[src/rtl/af_cmd_pkg.sv]
// Shared constants for the address-FIFO command issuer.
// Opcodes, FIFO entry field layout, timing limits and FSM states.
package af_cmd_pkg;

   localparam logic [2:0] OP_NOP  = 3'd0;
   localparam logic [2:0] OP_PRE  = 3'd1;
   localparam logic [2:0] OP_ACT  = 3'd2;
   localparam logic [2:0] OP_RD   = 3'd3;
   localparam logic [2:0] OP_WR   = 3'd4;
   localparam logic [2:0] OP_PREA = 3'd5;

   localparam int AF_W     = 29;
   localparam int ROW_LSB  = 15;
   localparam int ROW_W    = 14;
   localparam int BANK_LSB = 12;
   localparam int BANK_W   = 3;
   localparam int COL_LSB  = 3;
   localparam int COL_W    = 9;
   localparam int RANK_LSB = 1;
   localparam int RANK_W   = 2;
   localparam int RW_BIT   = 0;

   localparam int T_MIN = 1;
   localparam int T_MAX = 15;

   typedef enum logic [2:0] {
      S_IDLE,
      S_CHECK,
      S_PRE,
      S_ACT,
      S_RW,
      S_PREA,
      S_WAIT
   } state_e;

   // Counter load value; out-of-range timings are clamped.
   function automatic logic [3:0] wait_load(input int t);
      int tc;
      tc = t;
      if (tc < T_MIN) tc = T_MIN;
      if (tc > T_MAX) tc = T_MAX;
      return 4'(tc - 1);
   endfunction

endpackage

[src/rtl/af_open_row_table.sv]
// Open-row table: 32 entries of {open, row} indexed by {rank,bank}.
// One combinational read port, one write port, clear-all of open bits.
module af_open_row_table
   import af_cmd_pkg::*;
(
   input  logic             clk_i,
   input  logic             rst_ni,
   input  logic [4:0]       rd_idx_i,
   output logic             rd_open_o,
   output logic [ROW_W-1:0] rd_row_o,
   input  logic             wr_en_i,
   input  logic [4:0]       wr_idx_i,
   input  logic             wr_open_i,
   input  logic [ROW_W-1:0] wr_row_i,
   input  logic             clr_all_i
);

   logic [31:0]      open_q;
   logic [ROW_W-1:0] row_q [32];

   assign rd_open_o = open_q[rd_idx_i];
   assign rd_row_o  = row_q[rd_idx_i];

   // Open bits: clear-all beats a single-entry write.
   always_ff @(posedge clk_i or negedge rst_ni) begin
      if (!rst_ni) begin
         open_q <= '0;
      end else if (clr_all_i) begin
         open_q <= '0;
      end else if (wr_en_i) begin
         open_q[wr_idx_i] <= wr_open_i;
      end
   end

   // Row storage only matters while the entry is open.
   always_ff @(posedge clk_i or negedge rst_ni) begin
      if (!rst_ni) begin
         for (int i = 0; i < 32; i++) row_q[i] <= '0;
      end else if (wr_en_i && wr_open_i) begin
         row_q[wr_idx_i] <= wr_row_i;
      end
   end

endmodule

[src/rtl/af_cmd_issue.sv]
// Address-FIFO consumer issuing PRE/ACT/RD/WR/PREA to the DDR sequencer.
// Holds the FSM, the request register and the timing wait counter.
module af_cmd_issue
   import af_cmd_pkg::*;
#(
   parameter int T_RP  = 3,
   parameter int T_RCD = 3
) (
   input  logic        Clk,
   input  logic        Reset_n,
   input  logic [28:0] AfRD,
   input  logic        AfEmpty,
   output logic        AfREn,
   output logic        CmdValid,
   input  logic        CmdReady,
   output logic [2:0]  CmdOp,
   output logic [1:0]  CmdRank,
   output logic [2:0]  CmdBank,
   output logic [13:0] CmdAddr,
   input  logic        RefReq,
   output logic        RefAck
);

   state_e          state_q, state_d;
   state_e          tgt_q, tgt_d;
   logic [AF_W-1:0] req_q, req_d;
   logic [3:0]      cnt_q, cnt_d;
   logic            ack_q, ack_d;

   logic [ROW_W-1:0]  req_row;
   logic [BANK_W-1:0] req_bank;
   logic [COL_W-1:0]  req_col;
   logic [RANK_W-1:0] req_rank;
   logic              req_rd;

   logic             tb_open;
   logic [ROW_W-1:0] tb_row;
   logic             tb_we;
   logic             tb_wopen;
   logic             tb_clr;

   assign req_row  = req_q[ROW_LSB +: ROW_W];
   assign req_bank = req_q[BANK_LSB +: BANK_W];
   assign req_col  = req_q[COL_LSB +: COL_W];
   assign req_rank = req_q[RANK_LSB +: RANK_W];
   assign req_rd   = req_q[RW_BIT];
   assign RefAck   = ack_q;

   af_open_row_table u_tbl (
      .clk_i     (Clk),
      .rst_ni    (Reset_n),
      .rd_idx_i  ({req_rank, req_bank}),
      .rd_open_o (tb_open),
      .rd_row_o  (tb_row),
      .wr_en_i   (tb_we),
      .wr_idx_i  ({req_rank, req_bank}),
      .wr_open_i (tb_wopen),
      .wr_row_i  (req_row),
      .clr_all_i (tb_clr)
   );

   // State, request, counter and refresh-ack registers.
   always_ff @(posedge Clk or negedge Reset_n) begin
      if (!Reset_n) begin
         state_q <= S_IDLE;
         tgt_q   <= S_IDLE;
         req_q   <= '0;
         cnt_q   <= '0;
         ack_q   <= 1'b0;
      end else begin
         state_q <= state_d;
         tgt_q   <= tgt_d;
         req_q   <= req_d;
         cnt_q   <= cnt_d;
         ack_q   <= ack_d;
      end
   end

   // Next state and command outputs; Cmd* derive only from state_q/req_q so they hold while stalled.
   always_comb begin
      state_d  = state_q;
      tgt_d    = tgt_q;
      req_d    = req_q;
      cnt_d    = cnt_q;
      ack_d    = 1'b0;
      tb_we    = 1'b0;
      tb_wopen = 1'b0;
      tb_clr   = 1'b0;
      AfREn    = 1'b0;
      CmdValid = 1'b0;
      CmdOp    = OP_NOP;
      CmdRank  = '0;
      CmdBank  = '0;
      CmdAddr  = '0;
      unique case (state_q)
         S_IDLE: begin
            if (RefReq) begin
               state_d = S_PREA;
            end else if (!AfEmpty) begin
               req_d   = AfRD;
               state_d = S_CHECK;
            end
         end
         S_CHECK: begin
            if (tb_open && (tb_row == req_row)) state_d = S_RW;
            else if (tb_open)                   state_d = S_PRE;
            else                                state_d = S_ACT;
         end
         S_PRE: begin
            CmdValid = 1'b1;
            CmdOp    = OP_PRE;
            CmdRank  = req_rank;
            CmdBank  = req_bank;
            if (CmdReady) begin
               tb_we   = 1'b1;
               cnt_d   = wait_load(T_RP);
               tgt_d   = S_ACT;
               state_d = S_WAIT;
            end
         end
         S_ACT: begin
            CmdValid = 1'b1;
            CmdOp    = OP_ACT;
            CmdRank  = req_rank;
            CmdBank  = req_bank;
            CmdAddr  = req_row;
            if (CmdReady) begin
               tb_we    = 1'b1;
               tb_wopen = 1'b1;
               cnt_d    = wait_load(T_RCD);
               tgt_d    = S_RW;
               state_d  = S_WAIT;
            end
         end
         S_RW: begin
            CmdValid = 1'b1;
            CmdOp    = req_rd ? OP_RD : OP_WR;
            CmdRank  = req_rank;
            CmdBank  = req_bank;
            CmdAddr  = {5'b0, req_col};
            if (CmdReady) begin
               AfREn   = 1'b1;
               state_d = S_IDLE;
            end
         end
         S_PREA: begin
            CmdValid = 1'b1;
            CmdOp    = OP_PREA;
            if (CmdReady) begin
               tb_clr  = 1'b1;
               ack_d   = 1'b1;
               cnt_d   = wait_load(T_RP);
               tgt_d   = S_IDLE;
               state_d = S_WAIT;
            end
         end
         S_WAIT: begin
            if (cnt_q == 4'd0) state_d = tgt_q;
            else               cnt_d   = cnt_q - 4'd1;
         end
         default: state_d = S_IDLE;
      endcase
   end

endmodule

[config.mk]
export PLATFORM = sky130hd
export DESIGN_NAME = af_cmd_issue
export DESIGN_NICKNAME = d
export VERILOG_FILES = /design/src/rtl/af_cmd_pkg.sv /design/src/rtl/af_open_row_table.sv /design/src/rtl/af_cmd_issue.sv
export SDC_FILE = /design/constraint.sdc
export NUM_CORES = 1
export LEC_CHECK = 0
export CORE_MARGIN = 2
export CORE_UTILIZATION = 56
export CTS_CLUSTER_SIZE = 12
export DETAILED_ROUTE_END_ITERATION = 10
export PLACE_DENSITY = 0.83
export SLEW_MARGIN = 20
export SYNTH_ARGS = -nofsm -noshare
export SYNTH_HDL_FRONTEND = slang
export SYNTH_HIERARCHICAL = 1
export SYNTH_SLANG_ARGS = --single-unit
[constraint.sdc]
create_clock -name Clk -period 2.7 [get_ports Clk]
set_input_delay 0.405 -clock Clk [delete_from_list [all_inputs] [get_ports Clk]]
set_output_delay 0.405 -clock Clk [all_outputs]
set_load 0.01 [all_outputs]
; ---- Yosys cells after proc, flatten, opt, wreduce, memory -nomap -nowiden
; Cells that the tools add are included.
[totals]
register_bits = 520
latchBits = 0
ramBits = 0
rom_bits = 0
inputBits = 34
out_inout_bits = 25
wordCells = 116
n_memories = 0
[classes]
n_addsub = 1
mul = 0
n_div = 0
magnitude_cmp = 4
n_eq_ne = 15
shifts = 0
n_mux = 38
n_bitwise = 3
n_reduce_logical = 17
[ops]
columns = operator, count
row1 = $bwmux W448, 1
row2 = $bmux W14 S5, 1
row3 = $demux W14 S5, 1
row4 = $mux W32, 2
row5 = $mux W14, 3
row6 = $bwmux W32, 1
row7 = $mux W3, 10
row8 = $pmux W14 S2, 1
row9 = $pmux W3 S5, 1
row10 = $eq A14 B14 Y1, 1
row11 = $ne A2 B2 Y1 const B, 6
row12 = $pmux W3 S4, 1
row13 = $eq A3 B3 Y1 const B, 3
row14 = $mux W1, 9
row15 = $pmux W3 S3, 1
row16 = $mux W4, 2
row17 = $pmux W4 S2, 1
row18 = $reduce_and A4 Y1, 2
row19 = $eq A3 B2 Y1 const B, 2
row20 = $ge A6 B6 Y1 const B, 1
row21 = $lt A5 B6 Y1 const B, 1
row22 = $lt A6 B1 Y1 const B, 1
row23 = $not A5 Y6, 1
row24 = $reduce_and A3 Y1, 2
row25 = 17 further kinds, 23

; ---- Longest topological paths before layout
; Gate-level depths: netlist of run 1.
[logic_depth]
depth_word = 8
ltp_mapped = 12
ltp_nobuf = 9

; ---- By module
; Netlist of run 1, hierarchy kept.
[by_module_without_submodules]
columns = mod, instances, cells_per_inst, area_each_um2, seq_area_each_um2
row1 = af_open_row_table, 1, 1692, 22639.2, 12011.5
row2 = af_cmd_issue, 1, 198, 2147.1, 975.9

; ---- Worst setup path before layout of run 1
; OpenSTA, ideal clock, no wires.
[synth_timing]
path_kind = register to register
from = reg req_q[13]
to = reg state_q[2]
setup_ns = 0.087
arrival_ns = 2.751
required_ns = 2.613
path_slack_ns = -0.138
stages_incl_launch_ff = 13
n_path_buf = 4
synth_period_minus_slack_ns = 2.838
cell_sequence = dfrtp_1 -> buf_2 -> buf_4 -> buf_2 -> buf_2 -> mux2i_1 -> nand2_1 -> a31oi_1 -> nand3_1 -> xnor2_1 -> nand3_1 -> or4_1 -> o211ai_1
[synth_via]
elab_chain_len = 8
elab_cells_between_ends = 10
classes_between = eq/ne (1) / mux (7) / bitwise (1) / reduce/logical (1)
[synth_lines]
columns = element, line_no
row1 = start: declaration, af_cmd_issue.sv:26  ; logic [AF_W-1:0] req_q, req_d;
row2 = start signal: assignment, af_cmd_issue.sv:73  ; req_q <= req_d;
row3 = $not A5 Y6 (not written as such), af_open_row_table.sv:22  ; assign rd_row_o = row_q[rd_idx_i];
row4 = $bmux W14 S5, af_open_row_table.sv:22
row5 = $mux W14 (not written as such) (2 in series), af_open_row_table.sv:22
row6 = named net tb_row[7], af_cmd_issue.sv:37  ; logic [ROW_W-1:0] tb_row;
row7 = $eq A14 B14 Y1, af_cmd_issue.sv:105  ; if (tb_open && (tb_row == req_row)) state_d = S_RW;
row8 = $logic_and A1 B1 Y1, af_cmd_issue.sv:105
row9 = $mux W3, af_cmd_issue.sv:105
row10 = $pmux W3 S5, af_cmd_issue.sv:95  ; unique case (state_q)
row11 = end signal: assignment, af_cmd_issue.sv:71  ; state_q <= state_d;
row12 = end: declaration, af_cmd_issue.sv:24  ; state_e state_q, state_d;
; The timed path passes the listed nets, and every way through them passes these cells. The select of a mux whose other input is x is not followed.
; A chain may end at the register's enable or synchronous reset.

; ---- Worst setup path after layout of run 1
; Ends and elaborated chain as after synthesis.

==> results of run 1 <==
==> worst max-delay path by stage <==
stage / start / endpoint / slack (ns)
2_1_floorplan: req_q[13]$_DFFE_PN0P_ / state_q[2]$_DFFE_PN0P_ / -0.04
3_3_place_gp: req_q[13]$_DFFE_PN0P_ / state_q[1]$_DFFE_PN0P_ / -0.50
3_5_place_dp: req_q[13]$_DFFE_PN0P_ / state_q[1]$_DFFE_PN0P_ / -0.60
4_1_cts: req_q[13]$_DFFE_PN0P_ / state_q[2]$_DFFE_PN0P_ / -0.22
5_1_grt: req_q[13]$_DFFE_PN0P_ / state_q[1]$_DFFE_PN0P_ / -0.42
6_report: req_q[13]$_DFFE_PN0P_ / state_q[2]$_DFFE_PN0P_ / -0.37
==> cells by family (layout without fill, tap and decap cells) <==
logic type | Yosys count | in the layout
xor+xnor | 14 | 14
fa+ha+maj | 3 | 3
simple gates | 213 | 213
flops | 519 | 519
compound gates | 235 | 235
buf+inv | 187 | 398
mux | 719 | 719
==> layer usage <==
metal  up-vias  wire length, µm
li1       7216                -
met1      8967            28200
met2       880            33700
met3       214             5840
met4         2             3270
met5         -               19
==> metrics by stage <==
| stage | cell area (µm²) | power [mW] | util |
|---|---|---|---|
| 2_1_floorplan | 24800 | 14.2 | - |
| 3_3_place_gp | 27400 | 18.5 | 0.624 |
| 3_5_place_dp | 27400 | 18.7 | 0.624 |
| 4_1_cts | 29900 | 27.5 | 0.682 |
| 5_1_grt | 30200 | 29.0 | 0.687 |
| 6_report | 30200 | 28.2 | 0.687 |
==> worst max-delay path, stage by stage (launching register included) <==
cell	delay (ns)
dfrtp_4	0.55
buf_12	0.15
buf_16	0.13
buf_12	0.17
mux2i_1	0.27
a22oi_1	0.14
a31oi_2	0.30
nand3_1	0.13
xnor2_1	0.18
nand4_1	0.14
or4_4	0.59
o211ai_1	0.20
==> power groups by stage <==
stage | Sequential, mW | Clock (mW) | Combinational [mW]
final | 8.75 | 7.28 | 12.2
after detailed placement | 8.82 | 0 | 9.91
after CTS | 8.71 | 7.34 | 11.4
after global routing | 8.77 | 7.66 | 12.6
after global placement | 8.79 | 0 | 9.70
after floorplan | 8.57 | 0 | 5.66
==> state kept, by name, summed over array words and instances (netlist names) <==
signal and cells:
u_tbl/row_q 448, u_tbl/open_q 32, req_q 29, cnt_q 4
state_q 3, tgt_q 2, RefAck 1
==> area by class of cell <==
class	instances	area, µm²
Inverter	25	114
Clock buffer	79	1600
Sequential cell	519	13000
Tap cell	592	741
Clock inverter	7	111
Timing Repair Buffer	287	3210
Fill cell	2829	13700
Multi-Input combinational cell	1184	11400
==> cells in the final DEF (no fill, tap or decap), drive strengths merged, types with 6 or more instances in the layout <==
master	Yosys	layout
a21oi	68	68
a22o	39	39
a22oi	61	61
a31oi	16	16
and3	6	6
buf	88	227
clkbuf	74	79
clkdlybuf4s50	0	45
dfrtp	519	519
dlymetal6s2s	0	7
inv	24	24
mux2	477	477
mux2i	242	242
nand2	45	45
nand3	36	36
nand3b	6	6
nand4	20	20
nor2	35	35
nor2b	10	10
nor3	23	23
o21ai	38	38
or3	8	8
xnor2	14	14
==> repair_timing <==
action	4_1_cts	5_1_grt
buffers inserted	15	14
endpoints found under the hold margin	58	0
gates resized for setup	102	43
hold buffers	1	0
pin swaps	39	33
cloned	6	0
endpoints found under the setup margin	17	18
==> results.md, run 1 <==
- Yosys top cell by area: dfrtp_1
- Post-synth ARST share: 1.00
- Total routed wirelength: 71000 µm
- R2R Path Start: req_q[13]$_DFFE_PN0P_
- Mapped Cells: 1890
- Syn-to-layout area delta: 21.8%
- Max IR drop VDD: 626 µV
- # DRC: 0
- Met2 usage: 0.486
- Largest net degree at the start of global routing: 75
- Worst skew pair latency: approximately 0.62 ns
- Final Max Tran Viols: 0
- Placer Congestion: 0.966
- Yosys reg bits: 519
- Cell Count, Final, Fillers Out: 2693
- Ports: 59
- Core area: 43900 µm²
- Pre-CTS WS: -0.596 ns
- Post-Synth Adder-Cell Area: 0.00151
- Synth Area in Simple Gates: 0.0519
- Unrepaired setup endpoints after global routing: true
- Clock sinks: 519
- IO buf count: 58
- Top-count cell post-synth: dfrtp_1
- Final Hold Vio Count: 0
- Clock Path Buffers: 3
- GRT Max-Usage Layer: met2
- M1 GR Usage: 0.402
- Vias in the first global route: around 18k
- Avg Inst Size Synth: ~13 µm²
- Routed len/inst: about 26 µm
- GRT Util Overall: 0.307
- Final worst setup slack: -0.371 ns
- Max-cap violations: 0
- Setup TNS: -0.731 ns
- Tcrit/Tclk final: 1.14
- Setup Viol. Count Final: 3
- CTS Root Cell: clkbuf_16
- Leakage: 14.9 nW
- Reg-to-reg endpoint: state_q[2]$_DFFE_PN0P_
- Initial cell density of the core: 0.564
- R2R Setup Slk: -0.37 ns
- Clk pwr share: 0.258
- Antenna fix cells: 0
- Run status: complete, but fails checks
- CTS tree: done
- Yosys top cell area share: 0.524
- Pwr Density: 935 nW/µm²
- First-pass GRT wire length: 109000 µm
- CTS H-tree lvls: 2
- Final hold slack: 0.354 ns
- Post-placement cell count: 2574
- CP arrival: 3.59 ns
- Mapped cell area: 24800 µm²
- Failing checks: negative setup slack
- Reg2Reg Depth: 11
- Fmax: roughly 0.33 GHz
- Initial antenna violation count: 2
- Post-synthesis compound-gate area fraction: 0.0618
- Via/cell ratio: ~6.4
- Drt pass-1 iters: 5
- Worst Setup End Kind: flip-flop
- Met3 GRT Util: 0.0675
- Crit-path max FO: 14
- # rows: 77
- Die Height: around 210 µm
- Logic pwr share: 0.432
- Detailed Route Iter0 Violations: 1659
- CP Launch Type: flip-flop
- CP Class: flip-flop to flip-flop
- Ys Warns: 6
- Final Skew: about 0.024 ns
- Antenna viol nets, final: 0
- Mux contribution to synthesized area: 0.319
- Num CTS Buffers: 53
- Via count: 17.3k
- XOR/XNOR Fraction of Synth Area: 0.00495
- Die area: roughly 46000 µm²
- Worst Max-Slew Pin Slew: around 0.61 ns
- Post-synth EDFFs: 0
- Clock slew at reported path FFs: 0.06 ns
- Synth area leaders: dfrtp_1 52%, mux2_2 19%, mux2i_1 9.8%, a22oi_1 1.8%, mux2_4 1.6%
- Share of cells above drive strength 1: 0.424
- Sw power: 10.6 mW
- Main combinational cell family by area after synthesis: multiplexers
- Int Pwr: 17.6 mW
- Register area share after synthesis: 0.524
- Data required time of the worst path: 3.21 ns
- Period minus WS final: 3.07 ns
- DPL Wire Length: between 40000 and 50000 µm
- Top post-synthesis cells by count: 519 x dfrtp_1, 428 x mux2_2, 242 x mux2i_1
- Chip width: 214 µm
- Grt ovf: 0
- Syn nets: 1927
- Fin nets: 2107
- Switching share of power: 0.375
- Hold Path Class: input port to async pin
- Ys flop type: dfrtp_1
- Rel. slew slack: 0.594
- Reg power frac: 0.310
- Number of distinct library cells after synthesis: 60
Note: power is estimated with default switching activity, not from simulation.
==> run 2: changes to the inputs <==
--- a/config.mk
+++ b/config.mk
@@ -5,6 +5,7 @@
 export SDC_FILE = /design/constraint.sdc
 export NUM_CORES = 1
 export LEC_CHECK = 0
+export CAP_MARGIN = 40
 export CORE_MARGIN = 2
 export CORE_UTILIZATION = 56
 export CTS_CLUSTER_SIZE = 12
==> results of run 2 <==
No change in the layout: final DEF, timing and power equal those of run 1.
==> run 3: changes to the inputs <==
--- a/config.mk
+++ b/config.mk
@@ -6,11 +6,12 @@
 export NUM_CORES = 1
 export LEC_CHECK = 0
 export CAP_MARGIN = 40
+export CORE_ASPECT_RATIO = 1.1
 export CORE_MARGIN = 2
 export CORE_UTILIZATION = 56
 export CTS_CLUSTER_SIZE = 12
 export DETAILED_ROUTE_END_ITERATION = 10
-export PLACE_DENSITY = 0.83
+export PLACE_DENSITY = 0.74
 export SLEW_MARGIN = 20
 export SYNTH_ARGS = -nofsm -noshare
 export SYNTH_HDL_FRONTEND = slang
==> results.md, run 3 (same netlist as run 1, synthesis figures left out) <==
- Run status: complete, but fails checks (unchanged)
- Failing checks: negative setup slack (unchanged)
- Biggest regs: u_tbl/row_q: 448 flops, u_tbl/open_q: 32 flops, req_q: 29 flops (unchanged)
- Grt ovf: 0 (unchanged)
- Via/cell ratio: 6.24 (was 6.42)
- Number of flip-flops in the largest register: 448 (unchanged)
- Reg2Reg Depth: 12 (was 11)
- CTS tree: done (unchanged)
- Detailed Route Iter0 Violations: 1494 (was 1659)
- Die area: 46000 µm² (about the same)
- Max IR drop VDD: 609 µV (was 626 µV)
- Clock sinks: 519 (unchanged)
- Die Height: 225 µm (was 214 µm)
- Unrepaired setup endpoints after global routing: true (unchanged)
- Share of cells above drive strength 1: 0.409 (was 0.424)
- Num CTS Buffers: 53 (unchanged)
- Syn-to-layout area delta: 21.7% (was 21.8%)
- Final Max Tran Viols: 0 (unchanged)
- Cell Count, Final, Fillers Out: 2670 (was 2693)
- Worst skew pair latency: 0.61 ns (was 0.62 ns)
- Crit-path max FO: 8 (was 14)
- Fin nets: 2100 (was 2107)
- R2R Path Start: req_q[13]$_DFFE_PN0P_ (unchanged)
- Fmax: 0.345 GHz (was 0.326 GHz)
- Routed len/inst: 25.3 µm (was 26.4 µm)
- Clock Path Buffers: 3 (unchanged)
- Commonest cells after routing, fill and taps aside: 514 x dfrtp_1, 428 x mux2_2, 236 x mux2i_1 (was 514 x dfrtp_1, 428 x mux2_2, 220 x mux2i_1)
- Core area: 43500 µm² (was 43900 µm²)
- CTS Root Cell: clkbuf_16 (unchanged)
- First-pass GRT wire length: 105000 µm (was 109000 µm)
- Worst Setup End Kind: flip-flop (unchanged)
- Worst Max-Slew Pin Slew: 0.633 ns (was 0.609 ns)
- CP Class: flip-flop to flip-flop (unchanged)
- Final Hold Vio Count: 0 (unchanged)
- Final worst setup slack: -0.198 ns (was -0.371 ns)
- CP arrival: 3.43 ns (was 3.59 ns)
- Pwr Density: 933 nW/µm² (was 935 nW/µm²)
- DP Area: 27400 µm² (about the same)
- Tcrit/Tclk final: 1.07 (was 1.14)
- Largest net degree at the start of global routing: 96 (was 75)
- Rel. slew slack: 0.578 (was 0.594)
- Leakage: 14.9 nW (about the same)
- Vias in the first global route: 17.7k (was 18.3k)
- Placer Congestion: 0.918 (was 0.966)
- Reg-to-reg endpoint: state_q[2]$_DFFE_PN0P_ (unchanged)
- Max-cap violations: 0 (unchanged)
- Ports: 59 (unchanged)
- Clock slew at reported path FFs: 0.06 ns (about the same)
- Period minus WS final: 2.90 ns (was 3.07 ns)
- Commonest non-fill, non-tap cell in the layout: dfrtp_1 (unchanged)
- Antenna viol nets, final: 0 (unchanged)
- Initial cell density of the core: 0.569 (was 0.564)
- CTS H-tree lvls: 2 (unchanged)
- Most flop-heavy register: u_tbl/row_q (unchanged)
- IO buf count: 58 (unchanged)
- Antenna fix cells: 0 (unchanged)
- Final hold slack: 0.309 ns (was 0.354 ns)
- Hold Path Class: input port to async pin (unchanged)
- # rows: 80 (was 77)
- R2R Setup Slk: -0.20 ns (was -0.37 ns)
- Final cell area excluding filler cells: 30200 µm² (about the same)
- Setup Viol. Count Final: 2 (was 3)
- Total routed wirelength: 67700 µm (was 71000 µm)
- Layout filler cell count: 2958 (was 2829)
- CP Launch Type: flip-flop (unchanged)
- Via count: 16.7k (was 17.3k)
- DPL Wire Length: 43300 µm (was 43000 µm)
- Drt pass-1 iters: 5 (unchanged)
- # DRC: 0 (unchanged)
- Data required time of the worst path: 3.23 ns (was 3.21 ns)
- Initial antenna violation count: 0 (was 2)
- Post-placement cell count: 2549 (was 2574)
- Chip width: 205 µm (was 214 µm)
- Final Core Density: 0.693 (was 0.687)
- Multi-input logic area: 11400 µm² (about the same)
- Final Skew: 0.0251 ns (was 0.0244 ns)
- GRT Util Overall: 0.299 (was 0.307)
- Reg area: 13000 µm² (unchanged)
## run 3: worst max path at each step
stage                                from                     end  slack [ns]  cells past startpoint
CTS                 req_q[14]$_DFFE_PN0P_  state_q[2]$_DFFE_PN0P_       -0.17                     13
detailed placement  req_q[13]$_DFFE_PN0P_  state_q[1]$_DFFE_PN0P_       -0.56                     11
finish              req_q[13]$_DFFE_PN0P_  state_q[2]$_DFFE_PN0P_       -0.20                     12
global route        req_q[14]$_DFFE_PN0P_  state_q[2]$_DFFE_PN0P_       -0.30                     13
global placement    req_q[13]$_DFFE_PN0P_  state_q[1]$_DFFE_PN0P_       -0.53                     12
floorplan           req_q[13]$_DFFE_PN0P_  state_q[2]$_DFFE_PN0P_       -0.04                     12
## run 3: through the flow
stage	setup TNS, ns	worst slack [ns]	total power, mW
after floorplan	-0.0403	-0.0403	14.2
after global placement	-4.45	-0.530	18.7
after detailed placement	-19.96	-0.565	18.8
after CTS	-0.503	-0.167	27.3
after global routing	-0.588	-0.298	29.1
final	-0.372	-0.198	28.1
## run 3: layer usage
| layer | GRT usage | up-vias | part of all wire |
|---|---|---|---|
| li1 | - | 7195 | - |
| met4 | 0.125 | 0 | 0.042 |
| met2 | 0.481 | 548 | 0.48 |
| met1 | 0.408 | 8771 | 0.42 |
| met3 | 0.0404 | 158 | 0.055 |
| met5 | 0 | - | 0 |
## run 3: report_power, final
part	switching, mW	internal, mW
registers	0.598	8.14
clock network	3.01	4.16
logic	6.93	5.31
total	10.5	17.6
## run 3: critical path: stages, from the launching register on
cell and delay (ns):
dfrtp_4 0.51, buf_12 0.17, buf_4 0.15, buf_6 0.13, mux2i_1 0.12, a22o_1 0.27, nor3_4 0.27, a31oi_4 0.09
nand3_2 0.11, xnor2_1 0.12, nand4_1 0.15, or4_4 0.54, o211ai_1 0.17
## run 3: final cells by class
class / count / area share
sequential: 519 / 0.431
inverter: 25 / 0.00357
timing repair buffer: 280 / 0.109
tap: 574 / 0.0238
clock inverter: 9 / 0.00485
multi-input combinational: 1184 / 0.377
clock buffer: 79 / 0.0505
## run 3: repair_timing
action	4_1_cts	5_1_grt
gates resized for setup	100	40
setup endpoints to repair	23	21
pin swaps	49	27
cloned	6	3
setup buffers	12	13
hold buffers	1	0
hold endpoints to repair	30	0
